$ cat src/rtl/alu_stream_pkg.sv
// Shared types and constants for the ALU byte-stream front end.
package alu_stream_pkg;

  // Frame-assembly / result-send sequencing.
  typedef enum logic [2:0] {
    ST_IDLE   = 3'd0,
    ST_LOAD_A = 3'd1,
    ST_LOAD_B = 3'd2,
    ST_EXEC   = 3'd3,
    ST_SEND   = 3'd4
  } state_t;

  // ALU mode_sel encodings. Anything not listed is invalid and the ALU flags it.
  localparam logic [3:0] MODE_SUB  = 4'h0;
  localparam logic [3:0] MODE_ADD  = 4'h1;
  localparam logic [3:0] MODE_AND  = 4'h2;
  localparam logic [3:0] MODE_OR   = 4'h3;
  localparam logic [3:0] MODE_XOR  = 4'h4;
  localparam logic [3:0] MODE_RMV  = 4'h5;
  localparam logic [3:0] MODE_LMV  = 4'h6;
  localparam logic [3:0] MODE_ARMV = 4'h7;
  localparam logic [3:0] MODE_TEST = 4'hF;

  // Bit positions inside the status byte (first byte of the result frame).
  localparam int STAT_EQ  = 0;
  localparam int STAT_SLT = 1;
  localparam int STAT_ULT = 2;
  localparam int STAT_ERR = 3;

  // Status byte built from the ALU's flag outputs; upper nibble always zero.
  function automatic logic [7:0] make_status(input logic err, input logic [2:0] flags);
    logic [7:0] s;
    s           = 8'h00;
    s[STAT_EQ]  = flags[0];
    s[STAT_SLT] = flags[1];
    s[STAT_ULT] = flags[2];
    s[STAT_ERR] = err;
    return s;
  endfunction

endpackage

$ cat src/rtl/alu_stream_driver_if.sv
// Byte-stream handshake bundle: command bytes in, result bytes out.
// slave = the driver block, master = the byte source / sink.
interface alu_stream_driver_if;
  logic [7:0] in_data;
  logic       in_valid;
  logic       in_ready;
  logic [7:0] out_data;
  logic       out_valid;
  logic       out_ready;
  logic       out_last;

  modport slave (
    input  in_data, in_valid, out_ready,
    output in_ready, out_data, out_valid, out_last
  );

  modport master (
    output in_data, in_valid, out_ready,
    input  in_ready, out_data, out_valid, out_last
  );
endinterface

$ cat src/rtl/alu_byte_serializer.sv
// Result-frame serialiser: captures {status, ans} in one cycle and emits it
// LSB byte first under valid/ready. With ALU_STREAM_CHECKSUM_EN defined a
// trailing XOR checksum byte is appended and carries out_last.
module alu_byte_serializer #(
  parameter int WIDTH = 32
) (
  input  logic             clk,
  input  logic             rstn,
  input  logic             load_i,
  input  logic [7:0]       status_i,
  input  logic [WIDTH-1:0] ans_i,
  input  logic             out_ready_i,
  output logic [7:0]       out_data_o,
  output logic             out_valid_o,
  output logic             out_last_o,
  output logic             done_o
);
  localparam int NB = WIDTH / 8;
`ifdef ALU_STREAM_CHECKSUM_EN
  localparam int NBYTES = NB + 2;
`else
  localparam int NBYTES = NB + 1;
`endif
  localparam int FW = 8 * NBYTES;
  localparam int RW = $clog2(NBYTES + 1);

  logic [FW-1:0] shift_q;
  logic [RW-1:0] rem_q;
  logic [FW-1:0] frame_w;
  logic          xfer_w;

`ifdef ALU_STREAM_CHECKSUM_EN
  logic [7:0] csum_w;

  // Checksum covers the status byte and every ans byte.
  always_comb begin
    csum_w = status_i;
    for (int i = 0; i < NB; i++) begin
      csum_w = csum_w ^ ans_i[i*8 +: 8];
    end
  end

  assign frame_w = {csum_w, ans_i, status_i};
`else
  assign frame_w = {ans_i, status_i};
`endif

  assign xfer_w = out_valid_o & out_ready_i;

  // Shift register drops one byte per accepted transfer; rem_q counts what is left.
  always_ff @(posedge clk or negedge rstn) begin
    if (!rstn) begin
      shift_q <= '0;
      rem_q   <= '0;
    end else if (load_i) begin
      shift_q <= frame_w;
      rem_q   <= RW'(NBYTES);
    end else if (xfer_w) begin
      shift_q <= shift_q >> 8;
      rem_q   <= rem_q - RW'(1);
    end
  end

  // Outputs come straight from registers, so they hold while the sink stalls.
  assign out_data_o  = shift_q[7:0];
  assign out_valid_o = (rem_q != '0);
  assign out_last_o  = (rem_q == RW'(1));
  assign done_o      = xfer_w & out_last_o;

endmodule

$ cat src/rtl/alu_stream_driver.sv
// Byte-stream front end for the combinational ALU: deserialises a
// (mode, num1, num2) command frame into registered ALU inputs, waits one
// cycle for the ALU to settle and streams {status, ans} back out.
// Optional build macro: ALU_STREAM_CHECKSUM_EN (adds a checksum byte to the result frame).
module alu_stream_driver
  import alu_stream_pkg::*;
#(
  parameter int WIDTH = 32
) (
  input  logic                 clk,
  input  logic                 rstn,
  alu_stream_driver_if.slave   s,
  output logic [WIDTH-1:0]     alu_num1,
  output logic [WIDTH-1:0]     alu_num2,
  output logic [3:0]           alu_mode,
  input  logic [WIDTH-1:0]     alu_ans,
  input  logic [2:0]           alu_sub_flag,
  input  logic                 alu_error,
  output logic                 busy
);
  localparam int NB = WIDTH / 8;
  localparam int CW = (NB > 1) ? $clog2(NB) : 1;

  state_t          state_q, state_d;
  logic [CW-1:0]   cnt_q, cnt_d;
  logic [WIDTH-1:0] num1_q, num2_q;
  logic [3:0]      mode_q;
  logic            in_xfer_w;
  logic            cnt_last_w;
  logic            ser_load_w;
  logic            ser_done_w;
  logic [7:0]      ser_data_w;
  logic            ser_valid_w;
  logic            ser_last_w;

  assign s.in_ready  = (state_q == ST_IDLE) || (state_q == ST_LOAD_A) || (state_q == ST_LOAD_B);
  assign in_xfer_w   = s.in_valid & s.in_ready;
  assign cnt_last_w  = (cnt_q == CW'(NB - 1));

  // Next-state and byte-counter logic; counter restarts on every state change.
  always_comb begin
    state_d    = state_q;
    cnt_d      = cnt_q;
    ser_load_w = 1'b0;
    case (state_q)
      ST_IDLE: begin
        if (in_xfer_w) begin
          state_d = ST_LOAD_A;
          cnt_d   = '0;
        end
      end
      ST_LOAD_A: begin
        if (in_xfer_w) begin
          if (cnt_last_w) begin
            state_d = ST_LOAD_B;
            cnt_d   = '0;
          end else begin
            cnt_d = cnt_q + CW'(1);
          end
        end
      end
      ST_LOAD_B: begin
        if (in_xfer_w) begin
          if (cnt_last_w) begin
            state_d = ST_EXEC;
            cnt_d   = '0;
          end else begin
            cnt_d = cnt_q + CW'(1);
          end
        end
      end
      ST_EXEC: begin
        ser_load_w = 1'b1;
        state_d    = ST_SEND;
        cnt_d      = '0;
      end
      ST_SEND: begin
        if (ser_done_w) begin
          state_d = ST_IDLE;
          cnt_d   = '0;
        end
      end
      default: begin
        state_d = ST_IDLE;
        cnt_d   = '0;
      end
    endcase
  end

  // State and byte-counter registers.
  always_ff @(posedge clk or negedge rstn) begin
    if (!rstn) begin
      state_q <= ST_IDLE;
      cnt_q   <= '0;
    end else begin
      state_q <= state_d;
      cnt_q   <= cnt_d;
    end
  end

  // Mode byte: only the low nibble reaches the ALU; invalid codes pass through unchecked.
  always_ff @(posedge clk or negedge rstn) begin
    if (!rstn) begin
      mode_q <= '0;
    end else if (in_xfer_w && state_q == ST_IDLE) begin
      mode_q <= s.in_data[3:0];
    end
  end

  // Operand lanes: each accepted byte lands in its own lane and holds until overwritten.
  for (genvar gi = 0; gi < NB; gi++) begin : g_lane
    // Lane gi of each operand is written by the gi-th byte of its field.
    always_ff @(posedge clk or negedge rstn) begin
      if (!rstn) begin
        num1_q[gi*8 +: 8] <= '0;
        num2_q[gi*8 +: 8] <= '0;
      end else if (in_xfer_w && cnt_q == CW'(gi)) begin
        if (state_q == ST_LOAD_A) num1_q[gi*8 +: 8] <= s.in_data;
        if (state_q == ST_LOAD_B) num2_q[gi*8 +: 8] <= s.in_data;
      end
    end
  end

  assign alu_num1 = num1_q;
  assign alu_num2 = num2_q;
  assign alu_mode = mode_q;
  assign busy     = (state_q != ST_IDLE);

  // Loaded at the end of EXEC, when the ALU has seen stable operands for a full cycle.
  alu_byte_serializer #(
    .WIDTH (WIDTH)
  ) u_ser (
    .clk         (clk),
    .rstn        (rstn),
    .load_i      (ser_load_w),
    .status_i    (make_status(alu_error, alu_sub_flag)),
    .ans_i       (alu_ans),
    .out_ready_i (s.out_ready),
    .out_data_o  (ser_data_w),
    .out_valid_o (ser_valid_w),
    .out_last_o  (ser_last_w),
    .done_o      (ser_done_w)
  );

  assign s.out_data  = ser_data_w;
  assign s.out_valid = ser_valid_w;
  assign s.out_last  = ser_last_w;

endmodule

$ cat src/flat_wrapper.sv
// flat-port wrapper written by rule: the top's interface ports become plain ports
module alu_stream_driver_flat import alu_stream_pkg::*;
#(
  parameter int WIDTH = 32
)
  (clk, rstn, alu_num1, alu_num2, alu_mode, alu_ans, alu_sub_flag, alu_error, busy, s_in_data, s_in_valid, s_out_ready, s_in_ready, s_out_data, s_out_valid, s_out_last);
  alu_stream_driver_if s_i ();
  input  logic clk;
  input  logic rstn;
  output logic [WIDTH-1:0] alu_num1;
  output logic [WIDTH-1:0] alu_num2;
  output logic [3:0] alu_mode;
  input  logic [WIDTH-1:0] alu_ans;
  input  logic [2:0] alu_sub_flag;
  input  logic alu_error;
  output logic busy;
  input wire logic [$bits(s_i.in_data)-1:0] s_in_data;
  input wire logic [$bits(s_i.in_valid)-1:0] s_in_valid;
  input wire logic [$bits(s_i.out_ready)-1:0] s_out_ready;
  output wire logic [$bits(s_i.in_ready)-1:0] s_in_ready;
  output wire logic [$bits(s_i.out_data)-1:0] s_out_data;
  output wire logic [$bits(s_i.out_valid)-1:0] s_out_valid;
  output wire logic [$bits(s_i.out_last)-1:0] s_out_last;
  assign s_i.in_data = s_in_data;
  assign s_i.in_valid = s_in_valid;
  assign s_i.out_ready = s_out_ready;
  assign s_in_ready = s_i.in_ready;
  assign s_out_data = s_i.out_data;
  assign s_out_valid = s_i.out_valid;
  assign s_out_last = s_i.out_last;
  alu_stream_driver #(.WIDTH(WIDTH)) u_core (.clk(clk), .rstn(rstn), .s(s_i), .alu_num1(alu_num1), .alu_num2(alu_num2), .alu_mode(alu_mode), .alu_ans(alu_ans), .alu_sub_flag(alu_sub_flag), .alu_error(alu_error), .busy(busy));
endmodule
$ cat config.mk
export PLATFORM = sky130hd
export DESIGN_NAME = alu_stream_driver_flat
export DESIGN_NICKNAME = d
export VERILOG_FILES = /design/src/rtl/alu_stream_pkg.sv /design/src/rtl/alu_stream_driver_if.sv /design/src/rtl/alu_byte_serializer.sv /design/src/rtl/alu_stream_driver.sv /design/src/flat_wrapper.sv
export SDC_FILE = /design/constraint.sdc
export NUM_CORES = 1
export LEC_CHECK = 0
export ABC_CLOCK_PERIOD_IN_PS = 2300
export CELL_PAD_IN_SITES_DETAIL_PLACEMENT = 1
export CELL_PAD_IN_SITES_GLOBAL_PLACEMENT = 2
export CORE_ASPECT_RATIO = 0.9
export CORE_MARGIN = 2
export CORE_UTILIZATION = 34
export DETAILED_ROUTE_END_ITERATION = 10
export MAX_ROUTING_LAYER = met4
export PLACE_DENSITY_LB_ADDON = 0.1
export SETUP_SLACK_MARGIN = 0.02
export SLEW_MARGIN = 0
export SYNTH_ARGS = -nofsm -noshare
export SYNTH_HDL_FRONTEND = slang
export SYNTH_SLANG_ARGS = --single-unit
$ cat constraint.sdc
create_clock -name clk -period 2.3 [get_ports clk]
set_input_delay 0.23 -clock clk [delete_from_list [all_inputs] [get_ports clk]]
set_output_delay 0.23 -clock clk [all_outputs]
set_load 0.02 [all_outputs]
==> impl_metrics.ini <==
[setup_path]
arrival_time_of_data_at_the_critical_path_endpoint_ns = 1.88
slowest_delay_ns = 0.63
crit_family = buffers and inverters
cpMaxStageDelayCell = clkdlybuf4s50_1
path_max_fanout = 3
cp-start-kind = flip-flop
timing_worst_setup_path_type = reg -> out
list_of_cells_traversed_by_the_critical_path = inv_1 > ha_1 > nor2b_1 > clkdlybuf4s50_1
required_ns = 2.07
critPathBufInv = 2
crit_path_end_kind = primary output

[final_layout]
layout.cells.most_common = clkdlybuf4s50_1
commonest_cells_after_routing_fill_and_taps_aside = clkdlybuf4s50_1 (125), dfrtp_1 (116), mux2_2 (59), o21ai_0 (36), nand3_1 (34)
antennaDiodeCount = 0
fillerInstances = 1565
final_layout_size_suffix_gt1_share_pct = 20.0
utilization_pct = 48.4
regArea_sq_um = 2900
finish.cell_count_without_fillers = 753
final_nets = 597
multiInputGateArea_sq_um = 1880
area_growth_pct = 40.3

[routing]
vias = 3790
detail_route.iter0.violations = 163
detail_routed_via_count_per_cell = 5.03
dr.pass1.iters = 4
postRouteAntennaNets = 0
remaining_drc_errors = 0
avgRoutedWirePerCell_microns = 19.1
wl_microns = 14400

[power_and_ir_drop]
pwr-share-seq_pct = 35.3
power.share.switching_pct = 33.2
internal_power_mw = 6.17
combinationalPowerShare_pct = 35.8
clock_power_share_pct = 28.9
power_leakage_nw = 3.13
switching_power_mw = 3.06
power.density_nw_per_um2 = 1310
vdd.ir_drop.worst_uv = 576

[cts]
clock_latency_on_the_worst_skew_pair_ns = 0.42
postCtsSetupBuffers = 0
clk_root_buffer_cell = clkbuf_16
maximum_clock_insertion_buffer_count = 2
tritoncts = yes
tritoncts_num_sinks = 116
cts_buffers = 17
clk_pin_slew_ns = 0.05
h-tree-depth = 4

[floorplan]
io_pins = 128
starting_density_of_the_core_pct = 34.5
coreArea_sq_um = 14600
chipHeight_microns = 119
die_w_microns = 132
dieArea_sq_um = 15800
placementRows = 42

[yosys]
syn-num-nets = 476
register_area_share_after_synthesis_pct = 57.6
postSynthAreaPerCell_sq_um = 12.0
post_synthesis_instance_area_sq_um = 5040
ys_types = 32
postSynthRegisterBits = 116
syn-instance-count = 421
synth.yosys.warnings = 0

[job]
cap_violations = 0

[outcome]
status = complete, no violations

[global_route]
grt_use_total_pct = 20.1
grt_overflow = 0
first_global_vias = 4069
grt_antenna_before_repair = 0
grt_first_pass_wirelength_microns = 23400
grt_max_degree = 60

[sta]
finalCriticalPeriod_ns = 2.11
rsz0062_at_grt = no
max_freq_mhz = 474
timing.final.crit_share_pct = 91.7
tns_ns = 0
setup_viol = 0
fin_skew_ns = 0.00700
drv_slew = 0
transition_time_at_the_pin_with_the_least_slew_margin_ns = 0.626
timing.final.hold_violations = 0
slew_headroom_pct = 58.3

[place]
placed_wire_length_estimate_after_detailed_placement_microns = 9880
count_of_input_and_output_buffers = 127
routabilityCongestion = 0.775
placed_cells = 720

[min_path]
holdCritPathClass = in -> async
## cell usage after synthesis
cell type | instances | area, sq um
a21oi_1 | 6 | 30.0
a21oi_2 | 1 | 8.76
a22o_1 | 8 | 70.1
a31oi_1 | 30 | 188
and2_1 | 1 | 6.26
and3_1 | 10 | 62.6
and3b_1 | 1 | 8.76
buf_1 | 1 | 3.75
buf_2 | 10 | 50.1
buf_4 | 17 | 128
clkbuf_1 | 13 | 48.8
dfrtp_1 | 116 | 2900
ha_1 | 7 | 87.6
inv_1 | 6 | 22.5
inv_2 | 1 | 3.75
mux2_1 | 10 | 113
mux2_2 | 59 | 664
nand2_1 | 5 | 18.8
nand2b_1 | 1 | 6.26
nand3_1 | 34 | 170
nand3b_1 | 1 | 7.51
nand4b_1 | 1 | 8.76
nor2_1 | 31 | 116
nor2b_1 | 4 | 25.0
nor2b_4 | 3 | 41.3
nor3_1 | 1 | 5.00
nor3_2 | 1 | 10.0
nor3b_1 | 1 | 7.51
o2111ai_1 | 2 | 17.5
o21ai_0 | 36 | 180
o221ai_1 | 2 | 17.5
or3_1 | 1 | 6.26
## state kept, by name, summed over array words and instances (netlist names)
name	cells
u_core.u_ser.rem_q	3
u_core.state_q	3
u_core.cnt_q	2
u_core.alu_mode	4
u_core.alu_num2	32
u_core.u_ser.shift_q	40
u_core.alu_num1	32
## what timing repair did
action                                  CTS  global route
resized for setup                         1             0
endpoints found under the setup margin    1             0
hold endpoints to repair                 45             0
hold buffers                              1             0
## through the flow
| step | power, mW | area [sq um] | hold WS (ns) | setup slack (ns) |
|---|---|---|---|---|
| 3_5_place_dp | 6.63 | 6460 | 0.294 | 0.185 |
| 4_1_cts | 9.34 | 7070 | 0.379 | 0.167 |
| 6_report | 9.23 | 7070 | 0.375 | 0.190 |
| 5_1_grt | 9.76 | 7070 | 0.380 | 0.0645 |
| 3_3_place_gp | 6.54 | 6460 | 0.281 | 0.230 |
| 2_1_floorplan | 5.12 | 5040 | -0.0656 | 0.729 |
## power by group through the flow
stage	clock [mW]	combinational [mW]	sequential (mW)
after global placement	0	3.28	3.26
after floorplan	0	1.49	3.62
after detailed placement	0	3.34	3.29
after CTS	2.72	3.35	3.27
final	2.67	3.30	3.26
after global routing	2.81	3.57	3.38
## logic make-up (layout without fill, tap and decap cells)
logic type / Yosys count / count (layout) / synth area share (%)
muxes: 69 / 69 / 15.4
adders and majority gates: 7 / 7 / 1.74
buffers and inverters: 48 / 182 / 5.09
and+or+nand+nor: 96 / 96 / 9.94
DFF: 116 / 116 / 57.6
AOI/OAI and AO/OA: 85 / 85 / 10.2
## final timing paths
path | startpoint | to | slack [ns] | cells after the start
min reg2reg | u_core.alu_num2[7] | u_core.alu_num2[7] | 0.49 | 1
min in group clk | alu_ans[3] | u_core.u_ser.shift_q[11] | 0.39 | 3
max | u_core.u_ser.rem_q[1] | s_out_last | 0.19 | 4
max in group asynchronous | rstn | u_core.u_ser.rem_q[2] | 1.18 | 3
min | rstn | u_core.alu_num1[22] | 0.38 | 2
max reg2reg | u_core.u_ser.rem_q[0] | u_core.u_ser.shift_q[20] | 0.47 | 7
## metal layers
metal / up-vias / track usage [%] / wire, microns
li1: 1749 / - / -
met1: 1942 / 27.9 / 7170
met2: 82 / 29.0 / 6490
met3: 17 / 5.07 / 555
met4: 0 / 6.25 / 161
met5: - / - / 0
## worst reg2reg max path: cells and delay by family, from the launching register on
kind / cells / cell delay (ns)
adder cells (fa/ha/maj): 1 / 0.24
AND/OR/NAND/NOR: 2 / 0.35
flip-flops: 1 / 0.37
buffers and inverters: 3 / 0.57
AO/OA/AOI/OAI: 1 / 0.20
## cell type report
cell class / count / share of cell area, %
Clock buffer: 22 / 6.57
Clock inverter: 10 / 1.84
Inverter: 7 / 0.372
Multi-Input combinational cell: 257 / 26.6
Sequential cell: 116 / 41.1
Tap cell: 198 / 3.51
Timing Repair Buffer: 143 / 20.0
Power figures use the tool's default switching activity.
